$ cat src/rtl/serial_add_ctrl_if.sv
// Start/done handshake and operand/result bus of the bit-serial adder controller.
// Optional SERIAL_SUB_EN adds the 'sub' request qualifier.
interface serial_add_ctrl_if #(
  parameter int WIDTH = 8
);
  logic             start;
  logic [WIDTH-1:0] a;
  logic [WIDTH-1:0] b;
  logic             cin;
`ifdef SERIAL_SUB_EN
  logic             sub;
`endif
  logic             busy;
  logic             done;
  logic [WIDTH-1:0] sum;
  logic             cout;
  logic             ovf;

`ifdef SERIAL_SUB_EN
  modport master (output start, a, b, cin, sub, input busy, done, sum, cout, ovf);
  modport slave  (input start, a, b, cin, sub, output busy, done, sum, cout, ovf);
`else
  modport master (output start, a, b, cin, input busy, done, sum, cout, ovf);
  modport slave  (input start, a, b, cin, output busy, done, sum, cout, ovf);
`endif
endinterface

$ cat src/rtl/serial_add_ctrl.sv
// Bit-serial adder controller: one full-adder cell sequenced LSB first over WIDTH cycles.
// Define SERIAL_SUB_EN to add subtraction (a - b) selected by bus.sub.
module full_adder_cell (
  input  logic ai,
  input  logic bi,
  input  logic ci,
  output logic si,
  output logic co,
  output logic Gi,
  output logic Pi
);
  assign Gi = ai & bi;
  assign Pi = ai ^ bi;
  assign si = Pi ^ ci;
  assign co = Gi | (Pi & ci);
endmodule

module serial_add_ctrl #(
  parameter int WIDTH = 8
) (
  input  logic              clk,
  input  logic              rst,
  serial_add_ctrl_if.slave  bus
);
  localparam int CNT_W = $clog2(WIDTH);
  localparam logic [CNT_W-1:0] LAST = CNT_W'(WIDTH - 1);

  typedef enum logic [1:0] {IDLE, RUN, DONE} state_t;

  state_t           state;
  logic [WIDTH-1:0] a_sr;
  logic [WIDTH-1:0] b_sr;
  logic [WIDTH-1:0] sum_sr;
  logic [CNT_W-1:0] cnt;
  logic             carry;
  logic             ovf_pend;
  logic             si;
  logic             co;
  logic [WIDTH-1:0] b_load;
  logic             c_load;

  full_adder_cell u_cell (
    .ai (a_sr[0]),
    .bi (b_sr[0]),
    .ci (carry),
    .si (si),
    .co (co),
    .Gi (),
    .Pi ()
  );

`ifdef SERIAL_SUB_EN
  // Two's-complement subtract: invert B and force the initial carry.
  always_comb begin
    b_load = bus.sub ? ~bus.b : bus.b;
    c_load = bus.sub ? 1'b1 : bus.cin;
  end
`else
  always_comb begin
    b_load = bus.b;
    c_load = bus.cin;
  end
`endif

  always_ff @(posedge clk or posedge rst) begin
    if (rst) begin
      state    <= IDLE;
      a_sr     <= '0;
      b_sr     <= '0;
      sum_sr   <= '0;
      cnt      <= '0;
      carry    <= 1'b0;
      ovf_pend <= 1'b0;
      bus.busy <= 1'b0;
      bus.done <= 1'b0;
      bus.sum  <= '0;
      bus.cout <= 1'b0;
      bus.ovf  <= 1'b0;
    end else begin
      case (state)
        IDLE: begin
          bus.done <= 1'b0;
          if (bus.start) begin
            a_sr     <= bus.a;
            b_sr     <= b_load;
            carry    <= c_load;
            cnt      <= '0;
            bus.busy <= 1'b1;
            state    <= RUN;
          end
        end
        RUN: begin
          carry  <= co;
          sum_sr <= {si, sum_sr[WIDTH-1:1]};
          a_sr   <= a_sr >> 1;
          b_sr   <= b_sr >> 1;
          // MSB cycle: carry into vs out of the top bit gives signed overflow.
          if (cnt == LAST) begin
            ovf_pend <= carry ^ co;
            state    <= DONE;
          end else begin
            cnt <= cnt + 1'b1;
          end
        end
        DONE: begin
          bus.sum  <= sum_sr;
          bus.cout <= carry;
          bus.ovf  <= ovf_pend;
          bus.done <= 1'b1;
          bus.busy <= 1'b0;
          state    <= IDLE;
        end
        default: state <= IDLE;
      endcase
    end
  end
endmodule

$ cat src/flat_wrapper.sv
// flat-port wrapper written by rule: the top's interface ports become plain ports
module serial_add_ctrl_flat 
#(
  parameter int WIDTH = 8
)
  (clk, rst, bus_start, bus_a, bus_b, bus_cin, bus_busy, bus_done, bus_sum, bus_cout, bus_ovf);
  serial_add_ctrl_if #(.WIDTH(WIDTH)) bus_i ();
  input  logic clk;
  input  logic rst;
  input wire logic [$bits(bus_i.start)-1:0] bus_start;
  input wire logic [$bits(bus_i.a)-1:0] bus_a;
  input wire logic [$bits(bus_i.b)-1:0] bus_b;
  input wire logic [$bits(bus_i.cin)-1:0] bus_cin;
  output wire logic [$bits(bus_i.busy)-1:0] bus_busy;
  output wire logic [$bits(bus_i.done)-1:0] bus_done;
  output wire logic [$bits(bus_i.sum)-1:0] bus_sum;
  output wire logic [$bits(bus_i.cout)-1:0] bus_cout;
  output wire logic [$bits(bus_i.ovf)-1:0] bus_ovf;
  assign bus_i.start = bus_start;
  assign bus_i.a = bus_a;
  assign bus_i.b = bus_b;
  assign bus_i.cin = bus_cin;
  assign bus_busy = bus_i.busy;
  assign bus_done = bus_i.done;
  assign bus_sum = bus_i.sum;
  assign bus_cout = bus_i.cout;
  assign bus_ovf = bus_i.ovf;
  serial_add_ctrl #(.WIDTH(WIDTH)) u_core (.clk(clk), .rst(rst), .bus(bus_i));
endmodule
$ cat config.mk
export PLATFORM = sky130hd
export DESIGN_NAME = serial_add_ctrl_flat
export DESIGN_NICKNAME = d
export VERILOG_FILES = /design/src/rtl/serial_add_ctrl_if.sv /design/src/rtl/serial_add_ctrl.sv /design/src/flat_wrapper.sv
export SDC_FILE = /design/constraint.sdc
export NUM_CORES = 1
export LEC_CHECK = 0
export ABC_AREA = 1
export CAP_MARGIN = 0
export CORE_AREA = 5 5 98 63
export CTS_BUF_LIST = sky130_fd_sc_hd__clkbuf_4 sky130_fd_sc_hd__clkbuf_8 sky130_fd_sc_hd__clkbuf_16
export CTS_CLUSTER_DIAMETER = 60
export CTS_CLUSTER_SIZE = 10
export DETAILED_ROUTE_END_ITERATION = 6
export DIE_AREA = 0 0 103 68
export GPL_TIMING_DRIVEN = 0
export SLEW_MARGIN = 20
export SYNTH_ARGS = -nofsm -noshare
export SYNTH_HDL_FRONTEND = slang
export SYNTH_SLANG_ARGS = --single-unit
$ cat constraint.sdc
create_clock -name clk -period 1.7 [get_ports clk]
set_clock_uncertainty 0.05 [all_clocks]
set_input_delay 0.17 -clock clk [delete_from_list [all_inputs] [get_ports clk]]
set_output_delay 0.17 -clock clk [all_outputs]
set_load 0.005 [all_outputs]
# Word level (Yosys, flattened, before mapping)
# Cells that the tools add are included.
[word_totals]
output_inout_bits = 12
reg_bits = 43
inputBits = 20
elab_cells = 48
[classes]
n_eq_ne = 6
n_reduce_logical = 8
add_sub_neg = 1
bitwise_logic = 6
muxes = 15
[op_table]
columns = ["cell", "n"]
rows = [
  ["8-bit one-hot mux with 2 select lines", 2],
  ["8-bit two-way mux", 2],
  ["2-bit AND reduction", 4],
  ["3-bit two-way mux", 2],
  ["1-bit one-hot mux with 2 select lines", 3],
  ["3-bit one-hot mux with 2 select lines", 1],
  ["2-bit two-way mux", 2],
  ["2-bit inequality test, second input constant", 2],
  ["2-bit one-hot mux with 2 select lines", 1],
  ["2-bit nonzero test", 2],
  ["3-bit by 1-bit adder with 3-bit output, second input constant", 1],
  ["3-bit equality test, second input constant", 1],
  ["3-bit AND reduction", 1],
  ["1-bit bitwise XOR", 3],
  ["1-bit bitwise AND", 2],
  ["2-bit by 1-bit equality test with 1-bit output, second input constant", 1],
  ["2-bit equality test, second input constant", 1],
  ["2-bit zero test", 1],
  ["1-bit two-way mux", 2],
  ["2-bit by 1-bit inequality test with 1-bit output, second input constant", 1],
  ["1-bit bitwise OR", 1],
]

# Depth between registers and ports, before layout
# Gate-level depths: netlist (run 1).
[depth]
ltp_word = 4
depth_mapped = 7
ltp_nobuf = 6

# Modules after synthesis
# A second synthesis (run 1) with hierarchy kept.
[unflattened]
hier_cells = 249
hier_area_um2 = 2108.3
[modules_own_cells]
columns = ["module", "area_per_inst_um2", "n_inst", "cells_each", "seq_area_each_um2"]
rows = [
  ["serial_add_ctrl", 2075.7, 1, 247, 1076.0],
  ["full_adder_cell", 32.5, 1, 2, 0.0],
]

# Worst setup path before layout (run 1)
# No wires, ideal clock.
[synth_path]
path_type = "reg2reg"
startpoint = "register u_core.cnt[0]"
endpoint = "register u_core.cnt[0]"
synth_period_minus_slack_ns = 1.228
stages_incl_launch_ff = 7
setup_time_ns = 0.118
required_time_ns = 1.532
n_path_buf = 0
arrival_time_ns = 1.060
slack_ns = 0.472
path_cell_list = "dfrtp_1 -> ha_1 -> ha_1 -> inv_1 -> nand2_1 -> nand3_1 -> nand2_1"
[synth_via]
elab_chain_cells = 3
word_cells_on_any_way = 6
cone_classes = "add/sub (1); eq/ne (2); mux (2); reduce/logical (1)"
[synth_rtl]
columns = ["element", "line_no", "source"]
rows = [
  ["start: declaration", "serial_add_ctrl.sv:34", "logic [CNT_W-1:0] cnt;"],
  ["start signal: assignment", "serial_add_ctrl.sv:102", "cnt <= cnt + 1'b1;"],
  ["3-bit by 1-bit adder with 3-bit output or 3-bit equality test (tied branches)", "serial_add_ctrl.sv:102, serial_add_ctrl.sv:98", ""],
  ["3-bit two-way mux or 2-bit inequality test (tied branches)", "n/a", ""],
  ["3-bit one-hot mux with 2 select lines or 3-bit AND reduction (tied branches)", "n/a", ""],
]
# Several ways; a longest one is shown, not always the timed one. The select of a mux whose other input is x is not followed.
# A chain may end at the register's enable or synchronous reset.

# Final worst setup path (run 1)
[layout_path]
startpoint = "register u_core.cnt[0]"
endpoint = "register u_core.cnt[1]"
# The elaborated chain is that of the path after synthesis.

==> key figures, run 1 <==
CTS
  • Clock latency on the worst-skew pair: 300 ps
  • Root Driver: clkbuf_8
  • H-tree lvl count: 2
  • CTS tree: yes
  • Clk sinks: 43
  • Post-cts resize count: 0
  • Number of CTS-inserted buffers: 5
  • Post-CTS Setup Repair Bufs: 0
  • Clk slew on worst S/H paths: 80 ps
  • Bufs on Longest Clock Path: 2
  • Hold buffer count at CTS: 0

Synth
  • Share of async-settable or async-resettable flops after synthesis: 100%
  • Post-synth EDFFs: 0
  • Seq cells post-synth: 43
  • Mapped Cells: 232
  • Syn Nets: 255
  • Unique cell type count in the Yosys netlist: 17
  • Post-synthesis cell area: 2000 sq um
  • Avg Inst Size Synth: 8.61 sq um
  • Sequential-to-total area share from yosys stat: 53.9%
  • Number of synthesis warnings: 0
  • Main synth FF type: dfrtp_1

Detailed routing
  • Post-DRT Antenna Nets: 0
  • Vias: 1,612
  • Routed wire per std cell: 13.0 um
  • DRT Pass-1 Iters: 4
  • DRC errors left: 0
  • Initial DRC count: 69
  • Routed WL: 4430 um
  • Via density: 4.73

Floorplanning
  • Core Footprint: 5310 sq um
  • Die Wd: 103 um
  • Initial Utilization: 37.6%
  • Rows: 21
  • Die height: 68 um
  • I/O pins: 32
  • Die area: 7000 sq um

STA
  • Final setup violation count: 0
  • RSZ-0062 raised after global routing: false
  • Slew margin rel.: 69.2%
  • Slew Viols, Final: 0
  • Final Critical Period: 1410 ps
  • Setup_tns: 0 ps
  • Count of final hold-check violations: 0
  • Max frequency: 707 MHz
  • Period utilisation layout: 83.2%
  • Worst-margin pin slew: 461 ps

Setup path
  • CP Class: reg2reg
  • Slowest-stage cell, CP: dfrtp_1
  • Setup crit start kind: flip-flop
  • Critical path arrival: 1560 ps
  • Worst path max stage delay: 410 ps
  • Crit path capture type: flip-flop
  • CP Max Fanout: 6
  • CP Cell Sequence: ha_1, ha_1, inv_1, nand2_1, nand3_1, nand2_1
  • Worst EP required: 1840 ps

Finish
  • Commonest non-fill, non-tap cell in the layout: nand2_1
  • Final core utilization: 47.2%
  • Cell area after layout: 2500 sq um
  • ANT cells: 0
  • Fin cells: 341
  • Area growth syn-to-layout: 25.3%
  • Fraction of layout cells with a size suffix above 1: 11.0%
  • Most frequent cells in the layout: 95 x nand2_1, 43 x dfrtp_1, 37 x nand3_1, 31 x clkdlybuf4s50_1, 16 x o21ai_0
  • Final nets: 294

Power and ir drop
  • P_leak: 1.28 nW
  • Sequential share of power: 41.1%
  • Power, Total: 0.00411 W
  • Switch Pwr: 0.00160 W
  • Switching Share: 38.9%
  • Clock Power Share: 15.9%
  • Combinational power share: 43.0%
  • Internal: 0.00251 W
  • Worst vdd rail ir drop: 0.000492 V
  • Power per cell area: 1640 nW/um^2

Global route
  • Vias in the first global route: 1,501
  • Total global-route track usage: 13.8%
  • Overflow after GRT: 0
  • First-pass GRT wire length: 7400 um
  • Antenna violations before repair: 0
  • Largest net degree at the start of global routing: 26

Status
  • Outcome: finished clean

Placed design
  • Placed Cells: 333
  • Placed Area: 2410 sq um
  • GPL Wtd Cong: 0.754
  • I/O Buffers: 31
  • Dpl hpwl: 3110 um

Min path
  • Class of the worst hold path: in2async

Flow run
  • Max cap viols: 0
-- critical path, delay by kind of cell, from the launching register on --
kind | cells | cell delay [ps]
buffers and inverters | 1 | 150
and+or+nand+nor | 3 | 310
DFF | 1 | 410
adders and majority gates | 2 | 390
-- power by group through the flow --
stage	clock network [W]	registers (W)	logic, W
after floorplan	0	0.00167	0.00120
after global placement	0	0.00170	0.00174
after detailed placement	0	0.00171	0.00177
after CTS	0.000671	0.00169	0.00178
after global routing	0.000713	0.00174	0.00201
final	0.000653	0.00169	0.00177
-- sequential cells by signal, summed over array words and instances (netlist names) --
register,flops
u_core.state,2
u_core.bus.ovf,1
u_core.bus.done,1
u_core.cnt,3
u_core.ovf_pend,1
u_core.b_sr,8
u_core.bus.sum,8
u_core.bus.busy,1
u_core.bus.cout,1
u_core.carry,1
u_core.a_sr,8
u_core.sum_sr,8
-- kinds of logic (layout without fill, tap and decap cells) --
logic type,Yosys count,after routing,share of synthesized area [%]
simple gates,144,144,31.9
flops,43,43,53.9
buf+inv,25,65,7.51
compound gates,16,16,4.01
fa+ha+maj,3,3,2.25
xor+xnor,1,1,0.438
-- path summary, 6_finish.rpt --
| path | cells after the start | to | start | slack (ps) |
|---|---|---|---|---|
| min in group clk | 3 | u_core.a_sr[7]$_DFFE_PP0P_ | bus_a[7] | 380 |
| worst min-delay path | 2 | u_core.a_sr[7]$_DFFE_PP0P_ | rst | 150 |
| worst max register to register | 6 | u_core.cnt[1]$_DFFE_PP0P_ | u_core.cnt[0]$_DFFE_PP0P_ | 290 |
| worst max-delay path | 6 | u_core.cnt[1]$_DFFE_PP0P_ | u_core.cnt[0]$_DFFE_PP0P_ | 290 |
| max in group asynchronous | 3 | u_core.bus.sum[0]$_DFFE_PP0P_ | rst | 970 |
| worst min register to register | 2 | u_core.bus.ovf$_DFFE_PP0P_ | u_core.bus.ovf$_DFFE_PP0P_ | 430 |
-- cell type report --
type	instances	area (sq um)
Tap cell	69	86.3
Timing Repair Buffer	32	330
Inverter	13	48.8
Multi-Input combinational cell	164	772
Buffer	12	101
Sequential cell	43	1080
Clock buffer	5	68.8
Clock inverter	3	20.0
Fill cell	542	2800
-- stage by stage --
stage	worst slack, ps	hold WS [ps]
floorplan	472	230
global placement	-475	406
detailed placement	220	411
CTS	296	158
global route	197	196
finish	285	150
-- layer usage --
metal / track usage, % / share of wire [%] / up-vias
met4: 3.39 / 0.93 / 0
met3: 3.46 / 6.3 / 7
met5: 0 / 0 / -
met2: 17.6 / 37 / 46
li1: - / - / 819
met1: 22.4 / 56 / 740
-- Yosys cell counts (2+ instances only) --
| cell type | count | area, sq um |
|---|---|---|
| nand3_1 | 37 | 185 |
| buf_4 | 4 | 30.0 |
| ha_1 | 2 | 25.0 |
| nand2_4 | 3 | 33.8 |
| nand4_1 | 3 | 18.8 |
| nand3_2 | 3 | 30.0 |
| buf_6 | 5 | 56.3 |
| o21ai_0 | 16 | 80.1 |
| nor2_1 | 2 | 7.51 |
| nand2_1 | 95 | 357 |
| dfrtp_1 | 43 | 1080 |
| inv_1 | 12 | 45.0 |
| buf_2 | 3 | 15.0 |
(Power assumes the default switching activity.)
==> inputs of run 2 (changes only) <==
Clock period 1.7 ns to 1.4 ns, I/O delays scaled along.
==> key figures, run 2 (same netlist as run 1, synthesis figures left out) <==
Status
  • Outcome: finished clean (unchanged)

STA
  • Final Critical Period: 1360 ps
  • Period utilisation layout: 96.9%
  • Final Hold Slack: 120 ps (was 150 ps)
  • Count of final hold-check violations: 0 (unchanged)
  • RSZ-0062 raised after global routing: false (unchanged)
  • Final WS setup: 43.5 ps (was 285 ps)
  • Worst-margin pin slew: 465 ps (was 461 ps)
  • Final setup violation count: 0 (unchanged)
  • Slew Viols, Final: 0 (unchanged)
  • Slew margin rel.: 68.9% (was 69.2%)
  • Max frequency: 737 MHz

CTS
  • Root Driver: clkbuf_8 (unchanged)
  • Number of CTS-inserted buffers: 5 (unchanged)
  • Clk slew on worst S/H paths: 80 ps (about the same)
  • H-tree lvl count: 2 (unchanged)
  • CTS tree: yes (unchanged)
  • Clock latency on the worst-skew pair: 300 ps (about the same)
  • Hold buffer count at CTS: 0 (unchanged)
  • Bufs on Longest Clock Path: 2 (unchanged)
  • Clk sinks: 43 (unchanged)

Setup path
  • Reg2reg end: u_core.cnt[1]$_DFFE_PP0P_ (unchanged)
  • Slowest-stage cell, CP: clkdlybuf4s50_1 (was dfrtp_1)
  • CP Max Fanout: 2 (was 6)
  • Setup crit start kind: flip-flop (unchanged)
  • Reg2Reg Depth: 6 (unchanged)
  • CP Depth: 1 (was 6)
  • CP top delay family: buffers and inverters (was flip-flops)
  • Reg2Reg Launch Point: u_core.cnt[0]$_DFFE_PP0P_ (unchanged)
  • Crit path from: u_core.bus.sum[1]$_DFFE_PP0P_ (was u_core.cnt[0]$_DFFE_PP0P_)
  • Critical Path Sink: bus_sum[1] (was u_core.cnt[1]$_DFFE_PP0P_)
  • Worst EP required: 1210 ps (was 1840 ps)
  • CP Class: reg2out (was reg2reg)
  • Worst path max stage delay: 510 ps (was 410 ps)
  • Worst R2R Setup Slack: 80 ps (was 290 ps)
  • Critical path arrival: 1170 ps (was 1560 ps)
  • CP Cell Sequence: clkdlybuf4s50_1 (was ha_1, ha_1, inv_1, nand2_1, nand3_1, nand2_1)
  • Crit path capture type: output pin (was flip-flop)
  • Worst path bufs/invs: 1 (unchanged)

Detailed routing
  • Vias: 1,625 (was 1,612)
  • Initial DRC count: 69 (unchanged)
  • Via density: 4.72 (was 4.73)
  • Routed WL: 4500 um (was 4430 um)
  • DRC errors left: 0 (unchanged)
  • Routed wire per std cell: 13.1 um (was 13.0 um)
  • Post-DRT Antenna Nets: 0 (unchanged)
  • DRT Pass-1 Iters: 4 (unchanged)

Floorplanning
  • Initial Utilization: 37.6% (unchanged)
  • Rows: 21 (unchanged)
  • Die height: 68 um (unchanged)
  • Die Wd: 103 um (unchanged)
  • Core Footprint: 5310 sq um (unchanged)
  • Die area: 7000 sq um (unchanged)
  • I/O pins: 32 (unchanged)

Finish
  • Multi-input gate area: 774 sq um (was 772 sq um)
  • Most frequent cells in the layout: 94 x nand2_1, 42 x dfrtp_1, 37 x nand3_1, 31 x clkdlybuf4s50_1, 16 x o21ai_0 (was 95 x nand2_1, 43 x dfrtp_1, 37 x nand3_1, 31 x clkdlybuf4s50_1, 16 x o21ai_0)
  • Fillers: 539 (was 542)
  • ANT cells: 0 (unchanged)
  • Commonest non-fill, non-tap cell in the layout: nand2_1 (unchanged)
  • Register Area: 1080 sq um (about the same)
  • Fraction of layout cells with a size suffix above 1: 13.5% (was 11.0%)
  • Area growth syn-to-layout: 26.7% (was 25.3%)
  • Final nets: 297 (was 294)
  • Final core utilization: 47.7% (was 47.2%)

Global route
  • First-pass GRT wire length: 7400 um (unchanged)
  • Largest net degree at the start of global routing: 26 (unchanged)
  • Vias in the first global route: 1,501 (unchanged)
  • Antenna violations before repair: 0 (unchanged)
  • Overflow after GRT: 0 (unchanged)
  • Total global-route track usage: 13.8% (unchanged)

Placed design
  • GPL Wtd Cong: 0.754 (unchanged)
  • Dpl hpwl: 3110 um (unchanged)
  • Setup Slack @ Placement: -50.1 ps (was 220 ps)
  • I/O Buffers: 31 (unchanged)

Min path
  • Class of the worst hold path: in2async (unchanged)

Power and ir drop
  • Power per cell area: 2000 nW/um^2 (was 1640 nW/um^2)
  • P_leak: 1.29 nW (was 1.28 nW)
  • Power, Total: 0.00507 W (was 0.00411 W)
  • Worst vdd rail ir drop: 0.000600 V (was 0.000492 V)

Flow run
  • Max cap viols: 0 (unchanged)
[run 2: cell count changes in the layout (fill, tap and decap cells not counted), sizes merged]
cell    previous run  this run
buf               13        15
clkbuf             5         6
[run 2: layout make-up]
| type | instances | area share (%) |
|---|---|---|
| plain buffers | 12 | 4.10 |
| clock buffers | 5 | 2.72 |
| clock inverters | 3 | 0.791 |
| inverters | 13 | 1.93 |
| multi-input cells | 164 | 30.6 |
| flip-flops and latches | 43 | 42.5 |
| well taps | 69 | 3.41 |
| repair buffers | 35 | 13.9 |
[run 2: power breakdown]
group	internal, W	switching [W]
Combinational	0.00100	0.00122
Sequential	0.00175	0.000304
Clock	0.000347	0.000446
[run 2: repair_timing]
item	CTS	global route
resized for setup	1	4
setup endpoints to repair	1	24
gates cloned	0	0
buffers inserted	0	3
[run 2: how the worst min path moves through the flow]
stage	startpoint	endpoint	slack (ps)	cells after the start
3_3_place_gp	u_core.bus.ovf$_DFFE_PP0P_	u_core.bus.ovf$_DFFE_PP0P_	410	2
2_1_floorplan	bus_a[7]	u_core.a_sr[7]$_DFFE_PP0P_	200	2
4_1_cts	rst	u_core.state[0]$_DFFE_PP0P_	130	2
3_5_place_dp	u_core.bus.ovf$_DFFE_PP0P_	u_core.bus.ovf$_DFFE_PP0P_	410	2
6_report	rst	u_core.state[0]$_DFFE_PP0P_	120	2
5_1_grt	rst	u_core.state[0]$_DFFE_PP0P_	170	2
[run 2: through the flow]
stage	TNS, ps	instances	cell area (sq um)
after CTS	0	341	2500
after floorplan	0	232	2000
final	0	344	2530
after global placement	-32170	332	2390
after global routing	0	344	2530
after detailed placement	-429	333	2410
[run 2: per-layer routing]
layer / routed length, um / part of all wire (%) / track usage, %
met4: 28 / 0.62 / 3.39
met3: 230 / 5.1 / 3.46
met5: 0 / 0 / 0
met2: 1700 / 38 / 17.6
met1: 2540 / 56 / 22.4
==> inputs of run 3 (changes only) <==
Settings changed: CORE_AREA 5 5 98 63 to 2 2 97 62, DIE_AREA 0 0 103 68 to 0 0 99 64, SYNTH_HIERARCHICAL from default to 1.
==> key figures, run 3 <==
CTS
  • Clk sinks: 43 (unchanged)
  • CTS tree: yes (unchanged)
  • Root Driver: clkbuf_8 (unchanged)
  • Clk slew on worst S/H paths: 90 ps (was 80 ps)
  • Clock latency on the worst-skew pair: 300 ps (about the same)
  • Bufs on Longest Clock Path: 2 (unchanged)
  • Number of CTS-inserted buffers: 5 (unchanged)
  • H-tree lvl count: 2 (unchanged)
  • Hold buffer count at CTS: 0 (unchanged)

Power and ir drop
  • P_leak: 1.38 nW (was 1.29 nW)
  • Power, Total: 0.00527 W (was 0.00507 W)
  • Switching Share: 38.2% (was 38.8%)
  • Clock Power Share: 15.4% (was 15.7%)
  • Power per cell area: 2000 nW/um^2 (about the same)
  • Sequential share of power: 39.8% (was 40.6%)
  • Switch Pwr: 0.00201 W (was 0.00197 W)
  • Internal: 0.00326 W (was 0.00311 W)
  • Worst vdd rail ir drop: 0.000771 V (was 0.000600 V)
  • Combinational power share: 44.8% (was 43.8%)

Detailed routing
  • Via density: 4.58 (was 4.72)
  • Vias: 1,649 (was 1,625)
  • Routed WL: 4380 um (was 4500 um)
  • Initial DRC count: 111 (was 69)
  • Post-DRT Antenna Nets: 0 (unchanged)
  • DRT Pass-1 Iters: 4 (unchanged)
  • Routed wire per std cell: 12.2 um (was 13.1 um)
  • DRC errors left: 0 (unchanged)

Setup path
  • Worst path max stage delay: 500 ps (was 510 ps)
  • CP top delay family: buffers and inverters (unchanged)
  • Reg2reg end: u_core/carry$_DFFE_PP0P_ (was u_core.cnt[1]$_DFFE_PP0P_)
  • Crit path capture type: output pin (unchanged)
  • Worst R2R Setup Slack: 90 ps (was 80 ps)
  • Setup crit start kind: flip-flop (unchanged)
  • CP Cell Sequence: clkdlybuf4s50_1 (unchanged)
  • Worst path bufs/invs: 1 (unchanged)
  • Critical path arrival: 1170 ps (about the same)
  • Reg2Reg Depth: 5 (was 6)
  • Reg2Reg Launch Point: u_core/a_sr[0]$_DFFE_PP0P_ (was u_core.cnt[0]$_DFFE_PP0P_)
  • CP Max Fanout: 2 (unchanged)
  • Worst EP required: 1210 ps (about the same)
  • CP Class: reg2out (unchanged)
  • Slowest-stage cell, CP: clkdlybuf4s50_1 (unchanged)

Global route
  • Antenna violations before repair: 0 (unchanged)
  • Total global-route track usage: 14.9% (was 13.8%)
  • Vias in the first global route: 1,530 (was 1,501)
  • First-pass GRT wire length: 7400 um (unchanged)
  • Overflow after GRT: 0 (unchanged)
  • Largest net degree at the start of global routing: 33 (was 26)

Floorplanning
  • Die area: 6340 sq um (was 7000 sq um)
  • Die height: 64 um (was 68 um)
  • Core Footprint: 5390 sq um (was 5310 sq um)
  • Rows: 21 (unchanged)
  • Die Wd: 99 um (was 103 um)
  • I/O pins: 32 (unchanged)
  • Initial Utilization: 38.9% (was 37.6%)

Synth
  • Post-synthesis cell area: 2100 sq um (was 2000 sq um)
  • Avg Inst Size Synth: 8.45 sq um (was 8.61 sq um)
  • Syn Nets: 271 (was 255)
  • Mapped Cells: 248 (was 232)
  • Number of synthesis warnings: 6 (was 0)

Finish
  • Fillers: 521 (was 539)
  • Fraction of layout cells with a size suffix above 1: 14.1% (was 13.5%)
  • Final nets: 313 (was 297)
  • Most frequent cells in the layout: 68 x nand2_1, 45 x nand3_1, 43 x dfrtp_1, 42 x inv_1, 29 x clkdlybuf4s50_1 (was 94 x nand2_1, 42 x dfrtp_1, 37 x nand3_1, 31 x clkdlybuf4s50_1, 16 x o21ai_0)
  • ANT cells: 0 (unchanged)
  • Area growth syn-to-layout: 25.9% (was 26.7%)
  • Final core utilization: 49.0% (was 47.7%)
  • Commonest non-fill, non-tap cell in the layout: nand2_1 (unchanged)

Placed design
  • Setup Slack @ Placement: -28.8 ps (was -50.1 ps)
  • GPL Wtd Cong: 0.755 (was 0.754)
  • Dpl hpwl: 3030 um (was 3110 um)
  • I/O Buffers: 31 (unchanged)

STA
  • Final Hold Slack: 35.5 ps (was 120 ps)
  • Count of final hold-check violations: 0 (unchanged)
  • Final setup violation count: 0 (unchanged)
  • Slew Viols, Final: 0 (unchanged)
  • Worst-margin pin slew: 278 ps (was 465 ps)
  • Final Critical Period: 1360 ps (about the same)
  • Slew margin rel.: 81.4% (was 68.9%)
  • Final WS setup: 42.0 ps (was 43.5 ps)
  • Setup_tns: 0 ps (unchanged)
  • Max frequency: 736 MHz (was 737 MHz)
  • Period utilisation layout: 97.0% (was 96.9%)

Status
  • Outcome: finished clean (unchanged)

Flow run
  • Max cap viols: 0 (unchanged)

Min path
  • Class of the worst hold path: in2async (unchanged)
==> run 3: final cells by class <==
class,count,area [sq um],area share (%)
clock inverters,3,23.8,0.901
clock buffers,5,68.8,2.61
multi-input cells,147,738,28.0
well taps,69,86.3,3.27
repair buffers,35,358,13.6
plain buffers,13,115,4.36
flip-flops and latches,43,1080,40.8
inverters,45,171,6.50
==> run 3: how the worst max path moves through the flow <==
stage | start | slack (ps) | end | cells past startpoint
final | u_core/bus.sum[6]$_DFFE_PP0P_ | 40 | bus_sum[6] | 1
after global routing | u_core/bus.sum[6]$_DFFE_PP0P_ | -0.9 | bus_sum[6] | 1
after CTS | u_core/bus.sum[7]$_DFFE_PP0P_ | 30 | bus_sum[7] | 1
after detailed placement | bus_start | -30 | u_core/b_sr[4]$_DFFE_PP0P_ | 6
after global placement | rst | -760 | u_core/cnt[1]$_DFFE_PP0P_ | 2
after floorplan | u_core/a_sr[0]$_DFFE_PP0P_ | 170 | u_core/carry$_DFFE_PP0P_ | 5
==> run 3: what timing repair did <==
action / 4_1_cts / 5_1_grt
endpoints found under the setup margin: 0 / 8
gates resized for setup: 0 / 3
buffers inserted: 0 / 3
==> run 3: worst reg2reg max path: stages (launching register included) <==
cell	delay, ps
dfrtp_1	410
fa_1	460
inv_1	70
nand3_1	70
nand3_1	80
nand2_1	60
==> run 3: layer usage <==
metal	global-route usage [%]	routed length, um	vias up
met1	22.9	2320	757
li1	-	-	847
met5	0	0	-
met3	3.94	265	5
met4	5.14	46	0
met2	19.8	1750	40
==> run 3: stage by stage <==
step | instances | cell area [sq um]
2_1_floorplan | 248 | 2100
3_3_place_gp | 348 | 2490
3_5_place_dp | 349 | 2510
4_1_cts | 357 | 2610
5_1_grt | 360 | 2640
6_report | 360 | 2640
==> run 3: power by group through the flow <==
stage                     Clock (W)  Combinational, W  Sequential (W)
after floorplan                   0           0.00163         0.00208
after global placement            0           0.00230         0.00211
after detailed placement          0           0.00233         0.00212
after CTS                  0.000848           0.00235         0.00210
after global routing       0.000906           0.00271         0.00216
final                      0.000812           0.00236         0.00210
